File: config.mk
export PLATFORM = sky130hd
export DESIGN_NAME = fetch_stage
export DESIGN_NICKNAME = d
export VERILOG_FILES = /design/src/rtl/fetch_stage.sv
export SDC_FILE = /design/constraint.sdc
export NUM_CORES = 1
export LEC_CHECK = 0
export CAP_MARGIN = 25
export CORE_MARGIN = 3
export CORE_UTILIZATION = 50
export DETAILED_ROUTE_END_ITERATION = 12
export PLACE_DENSITY = 0.84
export SLEW_MARGIN = 40
export SYNTH_ARGS = -nofsm -noshare
export SYNTH_HDL_FRONTEND = slang
export SYNTH_SLANG_ARGS = --single-unit
File: constraint.sdc
create_clock -name clk -period 6.95 [get_ports clk]
set_clock_uncertainty 0.1 [all_clocks]
set_input_delay 1.0425 -clock clk [delete_from_list [all_inputs] [get_ports clk]]
set_output_delay 1.0425 -clock clk [all_outputs]
set_load 0.02 [all_outputs]
File: src/rtl/fetch_stage.sv
// Instruction fetch stage with IF/ID pipeline register.
// Keeps at most one imem request in flight and handles stalls and redirects from EX.
module fetch_stage #(
    parameter int               XLEN      = 32,
    parameter logic [XLEN-1:0]  RESET_PC  = '0,
    parameter logic [31:0]      NOP_INSTR = 32'h0000_0013
) (
    input  logic            clk,
    input  logic            rst,
    output logic            imemReq,
    output logic [XLEN-1:0] imemAddr,
    input  logic            imemReady,
    input  logic            imemValid,
    input  logic [31:0]     imemRdata,
    input  logic            stallD,
    input  logic            flushD,
    input  logic            PCSrcE,
    input  logic [XLEN-1:0] PCTargetE,
    output logic [31:0]     instrD,
    output logic [XLEN-1:0] PCD,
    output logic [XLEN-1:0] PCPlus4D,
    output logic            validD
);

    // state   | meaning
    // S_REQ   | request for PCF is presented to imem
    // S_WAIT  | request accepted, waiting for read data
    // S_HOLD  | data returned during a decode stall, parked in the hold buffer
    // S_DRAIN | redirect hit while waiting; the stale response is discarded
    typedef enum logic [1:0] {S_REQ, S_WAIT, S_HOLD, S_DRAIN} state_t;

    state_t          state, state_nxt;
    logic [XLEN-1:0] pcf, pcf_nxt;
    logic [XLEN-1:0] redirect_pc;
    logic [31:0]     hold_instr;
    logic [XLEN-1:0] hold_pc;
    logic            hold_ld;
    logic            new_v;
    logic [31:0]     new_instr;
    logic [XLEN-1:0] new_pc;

    assign redirect_pc = PCTargetE & ~XLEN'(3);
    assign imemReq     = (state == S_REQ) && !PCSrcE;
    assign imemAddr    = pcf;

    always_comb begin
        state_nxt = state;
        pcf_nxt   = pcf;
        hold_ld   = 1'b0;
        new_v     = 1'b0;
        new_instr = imemRdata;
        new_pc    = pcf;
        case (state)
            S_REQ: begin
                if (!PCSrcE && imemReady) state_nxt = S_WAIT;
            end
            S_WAIT: begin
                if (PCSrcE) begin
                    state_nxt = imemValid ? S_REQ : S_DRAIN;
                end else if (imemValid) begin
                    pcf_nxt = pcf + XLEN'(4);
                    if (stallD) begin
                        state_nxt = S_HOLD;
                        hold_ld   = 1'b1;
                    end else begin
                        state_nxt = S_REQ;
                        new_v     = 1'b1;
                    end
                end
            end
            S_HOLD: begin
                if (PCSrcE) begin
                    state_nxt = S_REQ;
                end else if (!stallD) begin
                    state_nxt = S_REQ;
                    new_v     = 1'b1;
                    new_instr = hold_instr;
                    new_pc    = hold_pc;
                end
            end
            S_DRAIN: begin
                if (imemValid) state_nxt = S_REQ;
            end
        endcase
        // A redirect overrides any sequential advance of PCF
        if (PCSrcE) pcf_nxt = redirect_pc;
    end

    always_ff @(posedge clk) begin
        if (rst) begin
            state      <= S_REQ;
            pcf        <= RESET_PC;
            hold_instr <= '0;
            hold_pc    <= '0;
        end else begin
            state <= state_nxt;
            pcf   <= pcf_nxt;
            if (hold_ld) begin
                hold_instr <= imemRdata;
                hold_pc    <= pcf;
            end
        end
    end

    always_ff @(posedge clk) begin
        if (rst) begin
            instrD   <= NOP_INSTR;
            PCD      <= '0;
            PCPlus4D <= '0;
            validD   <= 1'b0;
        end else if (flushD || PCSrcE) begin
            instrD <= NOP_INSTR;
            validD <= 1'b0;
        end else if (stallD) begin
            instrD   <= instrD;
            PCD      <= PCD;
            PCPlus4D <= PCPlus4D;
            validD   <= validD;
        end else if (new_v) begin
            instrD   <= new_instr;
            PCD      <= new_pc;
            PCPlus4D <= new_pc + XLEN'(4);
            validD   <= 1'b1;
        end else begin
            instrD <= NOP_INSTR;
            validD <= 1'b0;
        end
    end

endmodule

* After elaboration in Yosys (flattened, before gate mapping)
Index checks and enable logic that the tools add are counted.
W data, S select, Z words.
** Storage, ports and cells
- Register bits :: 195
- Bits of input ports :: 71
** Cells by class
- Equal/unequal tests :: 7
- $add $sub $neg :: 2
- Multiplexer cells :: 28
- Bitwise operators :: 2
- Reduce and logical (&&, ||, !) cells :: 13
** Operators by type and width (count)
- $mux W32 :: 9
- $add A32 B3 Y32 const B :: 2
- $mux W2 :: 8
- $mux W1 :: 9
- $pmux W2 S4 :: 1
- $ne A3 B3 Y1 const B :: 2
- $eq A2 B2 Y1 const B :: 2
- $reduce_and A2 Y1 :: 2
- $reduce_and A4 Y1 :: 1
- $reduce_bool A2 Y1 :: 2
- $reduce_or A2 Y1 :: 2
- $reduce_and A3 Y1 :: 1
- $eq A2 B1 Y1 const B :: 1
- $logic_and A1 B1 Y1 :: 2
- $logic_not A2 Y1 :: 1
- $ne A2 B1 Y1 const B :: 1
- $ne A2 B2 Y1 const B :: 1
- $not A1 Y1 :: 2
- $pmux W1 S2 :: 1
- $logic_not A1 Y1 :: 1
- $logic_or A1 B1 Y1 :: 1

* Longest topological paths before layout
Gate-level depths: netlist of run 1.
- Depth after elaboration :: 5
- Mapped depth :: 15

* Worst setup path after synthesis of run 1
OpenSTA, ideal clock, no wires.
- Path type :: input to register
- Start :: input port stallD
- End :: register PCPlus4D[18]
- Setup slack :: 3106 ps
- Library setup time :: 122 ps
- Arrival time :: 3621 ps
- Buffers on the path :: 5
- Stages :: 14
- Required time :: 6728 ps
- Path through :: buf_6 -> or3b_1 -> buf_6 -> clkbuf_1 -> buf_1 -> nand2_1 -> nand2_1 -> ha_1 -> and4_1 -> clkbuf_1 -> nand3_1 -> a22oi_1 -> a2111oi_0 -> a311o_1
** RTL lines
- start: declaration :: line 15 : input logic stallD,
- $mux W32 :: line 74 : end else if (!stallD) begin
- $mux W32 :: line 72 : if (PCSrcE) begin
- $mux W32 :: line 53 : case (state)
- net new_pc[3] :: line 40 : logic [XLEN-1:0] new_pc;
- $add A32 B3 Y32 :: line 122 : PCPlus4D <= new_pc + XLEN'(4);
- end signal: assignment :: line 117 : PCPlus4D <= PCPlus4D;
- end signal: assignment :: line 122
- end: declaration :: line 21 : output logic [XLEN-1:0] PCPlus4D,
The timed path passes the listed nets, and every way through them passes these cells.
A chain may end at the register's enable or synchronous reset.

* Worst setup path after layout of run 1
Same ends and word-level chain as after synthesis.

==> reports/summary.log, run 1 <==
qor: placement.finalWeightedCongestion 0.882
qor: layout.final_nets 1389
qor: detailed_routing.post-route-drc-count 0
qor: cts.clock_transition_at_the_registers_of_the_reported_paths 0.07 ns
qor: placement.post-place-cells 1521
qor: pwr.cellLeakagePower 0.00395 uW
qor: setup_path.worstSetupPathType in2reg
qor: cts.cts_root_buf sky130_fd_sc_hd__clkbuf_16
qor: timing.hold_violations 0
qor: synthesis.synth-edff-count 0
qor: pwr.net-switching-power 599 uW
qor: cts.cts_hold_repair.buffers 0
qor: timing.min_period 3.91 ns
qor: run.drv_cap 0
qor: detailed_routing.totalWireLength 26600 um
qor: synthesis.synth_cell_type_count 65
qor: pwr.p_comb_share 9.3%
qor: timing.timing.setup.tns 0 ns
qor: synthesis.synth-warning-count 0
qor: global_routing.overflow 0
qor: detailed_routing.antenna_violating_nets_post_route 0
qor: synthesis.asyncSetResetFlopFracSynth 0%
qor: setup_path.reg2regPathDepth 11
qor: cts.clockBufferDepth 2
qor: placement.number_of_buffer_cells_added_on_primary_ports 192
qor: placement.post-place-ws 2.10 ns
qor: layout.layout-drive-gt1-share 6.95%
qor: cts.clk-insertion-delay-late 0.43 ns
qor: global_routing.grt_pass1_vias 8239
qor: timing.worst_slew_margin_rel 45.7%
qor: global_routing.grt_usage 25.7%
qor: layout.antenna-diode-count 0
qor: die.die_h 142 um
qor: layout.final_cell_count_no_fill 1552
qor: layout.num-fill-cells 1568
qor: pwr.clock_power_share 43.1%
qor: global_routing.grt_pass1_wl 42600 um
qor: status.outcome finished, final reports clean
qor: cts.cts_buffers 17
qor: detailed_routing.drtIter0Drc 872
qor: timing.worst_hold_slack 0.355 ns
qor: die.count_of_boundary_i_o_pins 201
qor: detailed_routing.drt-pass1-iter-count 5
qor: pwr.netSwitchingFraction 25.3%
qor: die.die_area 0.0201 mm2
qor: timing.setup_slack 3.04 ns
qor: pwr.sequential_group_share_of_total_power 47.6%
qor: timing.setup_viol 0
qor: timing.timing_worst_slew_pin_value 0.815 ns
qor: min_path.timing.hold.worst_path_depth 2
qor: pwr.powerDensity 202 mW/mm2
qor: cts.clock_sinks 187
qor: placement.detailedPlacementHpwl 17900 um
qor: synthesis.ys.flop_type sky130_fd_sc_hd__dfxtp_1
qor: cts.cts-resized-gates 0
qor: cts.ctsHtreeMaxLevel 4
qor: synthesis.synthesis.area 0.00923 mm2
qor: synthesis.synth_seq_area_share 40.6%
qor: pwr.worst_ir_drop_vdd 0.000177 V
qor: setup_path.critical_path_arrival 4.14 ns
qor: synthesis.syn_inst 1191
qor: synthesis.postSynthRegisterBits 187
qor: timing.rsz_0062_raised_after_global_routing no
qor: global_routing.largest_net_degree_at_the_start_of_global_routing 104
qor: timing.drv_slew 0
qor: detailed_routing.route.vias.total 9113
qor: die.die_w 142 um
qor: setup_path.cp.required 7.17 ns
qor: layout.flow.area_growth_from_synthesis 27.0%
qor: cts.cts_post_setup_buffers_inserted 0
qor: setup_path.timing.critical_path.to_type flop
qor: die.coreArea 0.0180 mm2
qor: global_routing.antenna_found_initial 2
qor: detailed_routing.drt-vias-per-instance 5.87
qor: pwr.p_int 1770 uW
qor: setup_path.worst-path-max-fanout 46
qor: die.fp-row-count 49
qor: timing.fin_crit_sh 56.3%
qor: setup_path.worstSetupStartpointType primary input
qor: synthesis.synth_area_per_cell 7.75 um2
qor: timing.max_freq 256 MHz
qor: die.floorplan.initialDensity 51.2%
qor: detailed_routing.route.detailed.wl_per_inst 17.2 um
qor: min_path.holdCritPathClass reg2reg
qor: cts.cts_tree yes
worst max-delay path, stage by stage:
cell                              delay [ns]
sky130_fd_sc_hd__clkdlybuf4s50_1        0.59
sky130_fd_sc_hd__or3b_2                 0.16
sky130_fd_sc_hd__buf_4                  0.48
sky130_fd_sc_hd__nand2_1                0.15
sky130_fd_sc_hd__nand2_1                0.10
sky130_fd_sc_hd__ha_1                   0.24
sky130_fd_sc_hd__and4_1                 0.37
sky130_fd_sc_hd__nand3_1                0.16
sky130_fd_sc_hd__a22oi_1                0.37
sky130_fd_sc_hd__a2111oi_0              0.17
sky130_fd_sc_hd__a311o_1                0.30
logic make-up (layout without fill, tap and decap cells):
kind of cell,Yosys count,in the layout,share of synthesized area [%]
AO/OA/AOI/OAI,246,246,16.6
XOR/XNOR,36,36,3.42
adder cells (fa/ha/maj),7,7,0.949
buffers and inverters,123,250,5.86
flip-flops,187,187,40.6
multiplexers,31,31,3.54
other,1,6,0.0406
AND/OR/NAND/NOR,560,560,29.0
through the flow:
stage / total power, uW / cell area [um2] / util, %
detailed placement: 1370 / 11100 / 61.6
CTS: 2380 / 11700 / 65.0
finish: 2370 / 11700 / 65.0
global route: 2440 / 11700 / 65.0
floorplan: 1270 / 9250 / -
global placement: 1370 / 11100 / 61.6
registers in the layout, summed over array words and instances, names as in the netlist:
| name | count |
|---|---|
| PCD | 30 |
| PCPlus4D | 30 |
| hold_instr | 32 |
| hold_pc | 30 |
| imemAddr | 30 |
| instrD | 32 |
| state | 2 |
| validD | 1 |
final cells by class:
type / count / area [um2] / area share, %
inverters: 13 / 48.8 / 0.416
clock inverters: 11 / 163 / 1.39
flip-flops and latches: 187 / 3740 / 31.9
repair buffers: 206 / 2020 / 17.3
clock buffers: 20 / 447 / 3.81
multi-input cells: 886 / 5010 / 42.7
well taps: 229 / 287 / 2.45
routing by layer:
| layer | routed length (um) | GRT usage (%) | share of wire (%) |
|---|---|---|---|
| met5 | 23 | 0 | 0.086 |
| met4 | 412 | 7.22 | 1.5 |
| met3 | 2850 | 7.82 | 11 |
| met2 | 12500 | 41.2 | 47 |
| met1 | 10800 | 33.7 | 41 |
power by group through the flow:
| stage | Combinational (uW) | Sequential [uW] | Clock, uW |
|---|---|---|---|
| finish | 222 | 1130 | 1020 |
| global route | 240 | 1130 | 1070 |
| CTS | 221 | 1130 | 1030 |
| detailed placement | 219 | 1150 | 0 |
| global placement | 215 | 1150 | 0 |
| floorplan | 122 | 1150 | 0 |
cell usage after synthesis, types with 3 or more instances:
| library cell | n | area share, % |
|---|---|---|
| sky130_fd_sc_hd__o21ai_0 | 11 | 0.60 |
| sky130_fd_sc_hd__nand3_1 | 43 | 2.3 |
| sky130_fd_sc_hd__nand2_1 | 260 | 11 |
| sky130_fd_sc_hd__a21oi_1 | 144 | 7.8 |
| sky130_fd_sc_hd__nor3_1 | 23 | 1.2 |
| sky130_fd_sc_hd__or3_1 | 7 | 0.47 |
| sky130_fd_sc_hd__a31o_2 | 3 | 0.28 |
| sky130_fd_sc_hd__buf_2 | 18 | 0.98 |
| sky130_fd_sc_hd__buf_1 | 4 | 0.16 |
| sky130_fd_sc_hd__o311ai_0 | 6 | 0.57 |
| sky130_fd_sc_hd__mux2_2 | 13 | 1.6 |
| sky130_fd_sc_hd__clkbuf_1 | 75 | 3.1 |
| sky130_fd_sc_hd__mux2i_1 | 18 | 2.0 |
| sky130_fd_sc_hd__dfxtp_1 | 187 | 41 |
| sky130_fd_sc_hd__a211oi_1 | 31 | 2.5 |
| sky130_fd_sc_hd__xor2_1 | 12 | 1.1 |
| sky130_fd_sc_hd__and3_1 | 7 | 0.47 |
| sky130_fd_sc_hd__a2111oi_0 | 3 | 0.28 |
| sky130_fd_sc_hd__nor4_1 | 5 | 0.34 |
| sky130_fd_sc_hd__and2_1 | 7 | 0.47 |
| sky130_fd_sc_hd__xnor2_1 | 24 | 2.3 |
| sky130_fd_sc_hd__nor4_2 | 9 | 1.2 |
| sky130_fd_sc_hd__ha_1 | 7 | 0.95 |
| sky130_fd_sc_hd__and4_1 | 10 | 0.95 |
| sky130_fd_sc_hd__nor3b_1 | 3 | 0.24 |
| sky130_fd_sc_hd__nand2b_1 | 3 | 0.20 |
| sky130_fd_sc_hd__a311o_1 | 8 | 0.87 |
| sky130_fd_sc_hd__nor4_4 | 3 | 0.69 |
| sky130_fd_sc_hd__nand4_1 | 24 | 1.6 |
| sky130_fd_sc_hd__inv_1 | 12 | 0.49 |
| sky130_fd_sc_hd__a311oi_1 | 8 | 0.76 |
| sky130_fd_sc_hd__o22ai_1 | 8 | 0.54 |
| sky130_fd_sc_hd__or2_2 | 3 | 0.20 |
| sky130_fd_sc_hd__nor2_1 | 116 | 4.7 |
| sky130_fd_sc_hd__nand3b_1 | 24 | 2.0 |
| sky130_fd_sc_hd__o211ai_1 | 4 | 0.33 |
| sky130_fd_sc_hd__buf_4 | 11 | 0.90 |
path summary, 6_finish.rpt:
check	startpoint	endpoint	slack [ns]
max	stallD	PCPlus4D[18]	3.04
min reg2reg	PCPlus4D[4]	PCPlus4D[4]	0.35
min	PCPlus4D[4]	PCPlus4D[4]	0.35
max reg2reg	state[0]	PCPlus4D[22]	3.37
layout by cell type (no fill, tap or decap), drive strengths merged, types with 7 or more instances in the layout:
master,instances
nand2,260
and4,10
nand3,45
xor2,12
a311oi,8
or3,7
ha,7
dfxtp,187
a211oi,32
xnor2,24
nand4,25
clkdlybuf4s50,190
mux2i,18
inv,15
a21oi,144
nor3,23
nor2,116
o22ai,8
o311ai,7
clkbuf,20
and3,7
nor4,17
buf,16
o21ai,11
and2,7
mux2,13
a311o,8
nand3b,24
Note: power is estimated with default switching activity, not from simulation.
==> run 2: changes to the inputs <==
Clock period 6.95 ns to 3.9 ns, I/O delays scaled along.
==> run 2 against run 1 <==
First-iteration DRC count down 17%. Register-to-register slack worse by 2.8 ns. Critical path depth unchanged. Die area unchanged. Final area up 0.30%. Critical endpoint is now PCPlus4D[22].
==> reports/summary.log, run 2 (synthesis results as in run 1) <==
qor: setup_path.worstSetupStartpointType flop
qor: min_path.holdCritPathClass reg2reg
qor: setup_path.worstSetupPathType reg2reg
qor: layout.most_common_cell_after_layout_fill_and_taps_aside sky130_fd_sc_hd__nand2_1
qor: die.floorplan.initialDensity 51.2%
qor: layout.ff_latch_area 0.00374 mm2
qor: placement.finalWeightedCongestion 0.868
qor: layout.final_nets 1398
qor: detailed_routing.post-route-drc-count 0
qor: detailed_routing.totalWireLength 26500 um
qor: timing.timing.setup.tns 0 ns
qor: status.outcome finished, final reports clean
qor: cts.clk-insertion-delay-late 0.43 ns
qor: detailed_routing.drt-pass1-iter-count 5
qor: detailed_routing.route.detailed.wl_per_inst 17.0 um
qor: cts.cts_tree yes
qor: layout.finish.instance_area 0.0118 mm2
qor: cts.cts_hold_repair.buffers 0
qor: timing.fin_crit_sh 85.3%
qor: detailed_routing.drtIter0Drc 726
qor: setup_path.cp.required 4.17 ns
qor: layout.flow.area_growth_from_synthesis 27.4%
qor: global_routing.largest_net_degree_at_the_start_of_global_routing 100
qor: cts.cts_buffers 17
qor: pwr.worst_ir_drop_vdd 0.000331 V
qor: die.die_area 0.0201 mm2
qor: detailed_routing.drt-vias-per-instance 5.78
qor: global_routing.grt_pass1_wl 43100 um
qor: global_routing.overflow 0
qor: placement.number_of_buffer_cells_added_on_primary_ports 192
qor: timing.worst_hold_slack 0.354 ns
qor: cts.clockBufferDepth 2
qor: cts.cts_root_buf sky130_fd_sc_hd__clkbuf_16
qor: global_routing.grt_pass1_vias 8273
qor: timing.hold_violations 0
qor: layout.final_cell_count_no_fill 1562
qor: layout.reg.largest.list hold_instr (32), instrD (32)
qor: die.coreArea 0.0180 mm2
qor: placement.detailedPlacementHpwl 18300 um
qor: die.fp-row-count 49
qor: die.die_w 142 um
qor: die.count_of_boundary_i_o_pins 201
qor: layout.finalCoreUtilization 65.2%
qor: timing.rsz_0062_raised_after_global_routing no
qor: cts.cts-resized-gates 0
qor: pwr.cellLeakagePower 0.00398 uW
qor: timing.drv_slew 0
qor: pwr.powerDensity 347 mW/mm2
qor: detailed_routing.route.vias.total 9036
qor: global_routing.grt_usage 26.0%
qor: cts.ctsHtreeMaxLevel 4
qor: detailed_routing.antenna_violating_nets_post_route 0
qor: timing.worst_slew_margin_rel 49.6%
qor: timing.timing_worst_slew_pin_value 0.756 ns
qor: timing.min_period 3.33 ns
qor: layout.multiInputGateArea 0.00499 mm2
qor: setup_path.critical_path_arrival 3.60 ns
qor: layout.layout-drive-gt1-share 7.50%
qor: cts.clock_sinks 187
qor: setup_path.timing.critical_path.to_type flop
qor: cts.clock_transition_at_the_registers_of_the_reported_paths 0.07 ns
qor: timing.setup_viol 0
qor: layout.layout.cells.most_common_list sky130_fd_sc_hd__nand2_1 (260), sky130_fd_sc_hd__clkdlybuf4s50_1 (191), sky130_fd_sc_hd__dfxtp_1 (187)
qor: global_routing.antenna_found_initial 1
qor: placement.post-place-cells 1530
qor: die.die_h 142 um
qor: timing.max_freq 300 MHz
qor: layout.num-fill-cells 1512
qor: setup_path.worst-path-max-fanout 8
qor: cts.cts_post_setup_buffers_inserted 0
qor: run.drv_cap 0
qor: layout.antenna-diode-count 0
qor: placement.place_area 0.0112 mm2
## run 2: final timing paths
check             depth (start not counted)           end   startpoint  slack, ns
setup / recovery                         11  PCPlus4D[22]     state[0]       0.57
hold / removal                            2   PCPlus4D[4]  PCPlus4D[4]       0.35
setup reg to reg                         11  PCPlus4D[22]     state[0]       0.57
hold reg to reg                           2   PCPlus4D[4]  PCPlus4D[4]       0.35
## run 2: cell type report
| cell class | instances | area share [%] |
|---|---|---|
| multi-input combinational | 886 | 42.5 |
| timing repair buffer | 215 | 18.0 |
| inverter | 13 | 0.415 |
| clock inverter | 12 | 0.958 |
| sequential | 187 | 31.9 |
| clock buffer | 20 | 3.80 |
| tap | 229 | 2.44 |
## run 2: where the power goes
part | leakage (uW) | switching [uW] | total, uW | internal (uW)
registers | 0.00151 | 66.6 | 2010 | 1940
logic | 0.00219 | 217 | 398 | 181
clock network | 0.000271 | 769 | 1670 | 904
total | 0.00398 | 1050 | 4080 | 3030
## run 2: worst max-delay path: stages (launching register included)
cell                        delay (ns)
sky130_fd_sc_hd__dfxtp_1          0.33
sky130_fd_sc_hd__inv_1            0.12
sky130_fd_sc_hd__ha_1             0.34
sky130_fd_sc_hd__or3b_2           0.60
sky130_fd_sc_hd__nand2_1          0.14
sky130_fd_sc_hd__nand2_1          0.06
sky130_fd_sc_hd__ha_1             0.23
sky130_fd_sc_hd__and4_1           0.31
sky130_fd_sc_hd__nand3_1          0.15
sky130_fd_sc_hd__nand2_1          0.21
sky130_fd_sc_hd__a2111oi_0        0.50
sky130_fd_sc_hd__a311o_1          0.17
## run 2: metrics by stage
stage,setup WS [ns],power (uW)
global placement,0.359,2440
global route,0.237,4220
finish,0.571,4080
detailed placement,0.226,2450
floorplan,0.469,2260
CTS,0.570,4100
## run 2: metal layers
| layer | wire [um] | global-route usage [%] | share of wire [%] | up-vias |
|---|---|---|---|---|
| met5 | 9 | 0 | 0.034 | - |
| met4 | 690 | 8.18 | 2.6 | 2 |
| met3 | 2750 | 8.39 | 10 | 54 |
| met2 | 12000 | 40.5 | 45 | 399 |
| met1 | 11000 | 34.5 | 42 | 4189 |
| li1 | - | - | - | 4392 |
==> run 3: changes to the inputs <==
Settings changed: SETUP_SLACK_MARGIN from default to 0.15.
==> results of run 3 <==
No change in the layout: final DEF, timing and power equal those of run 2.
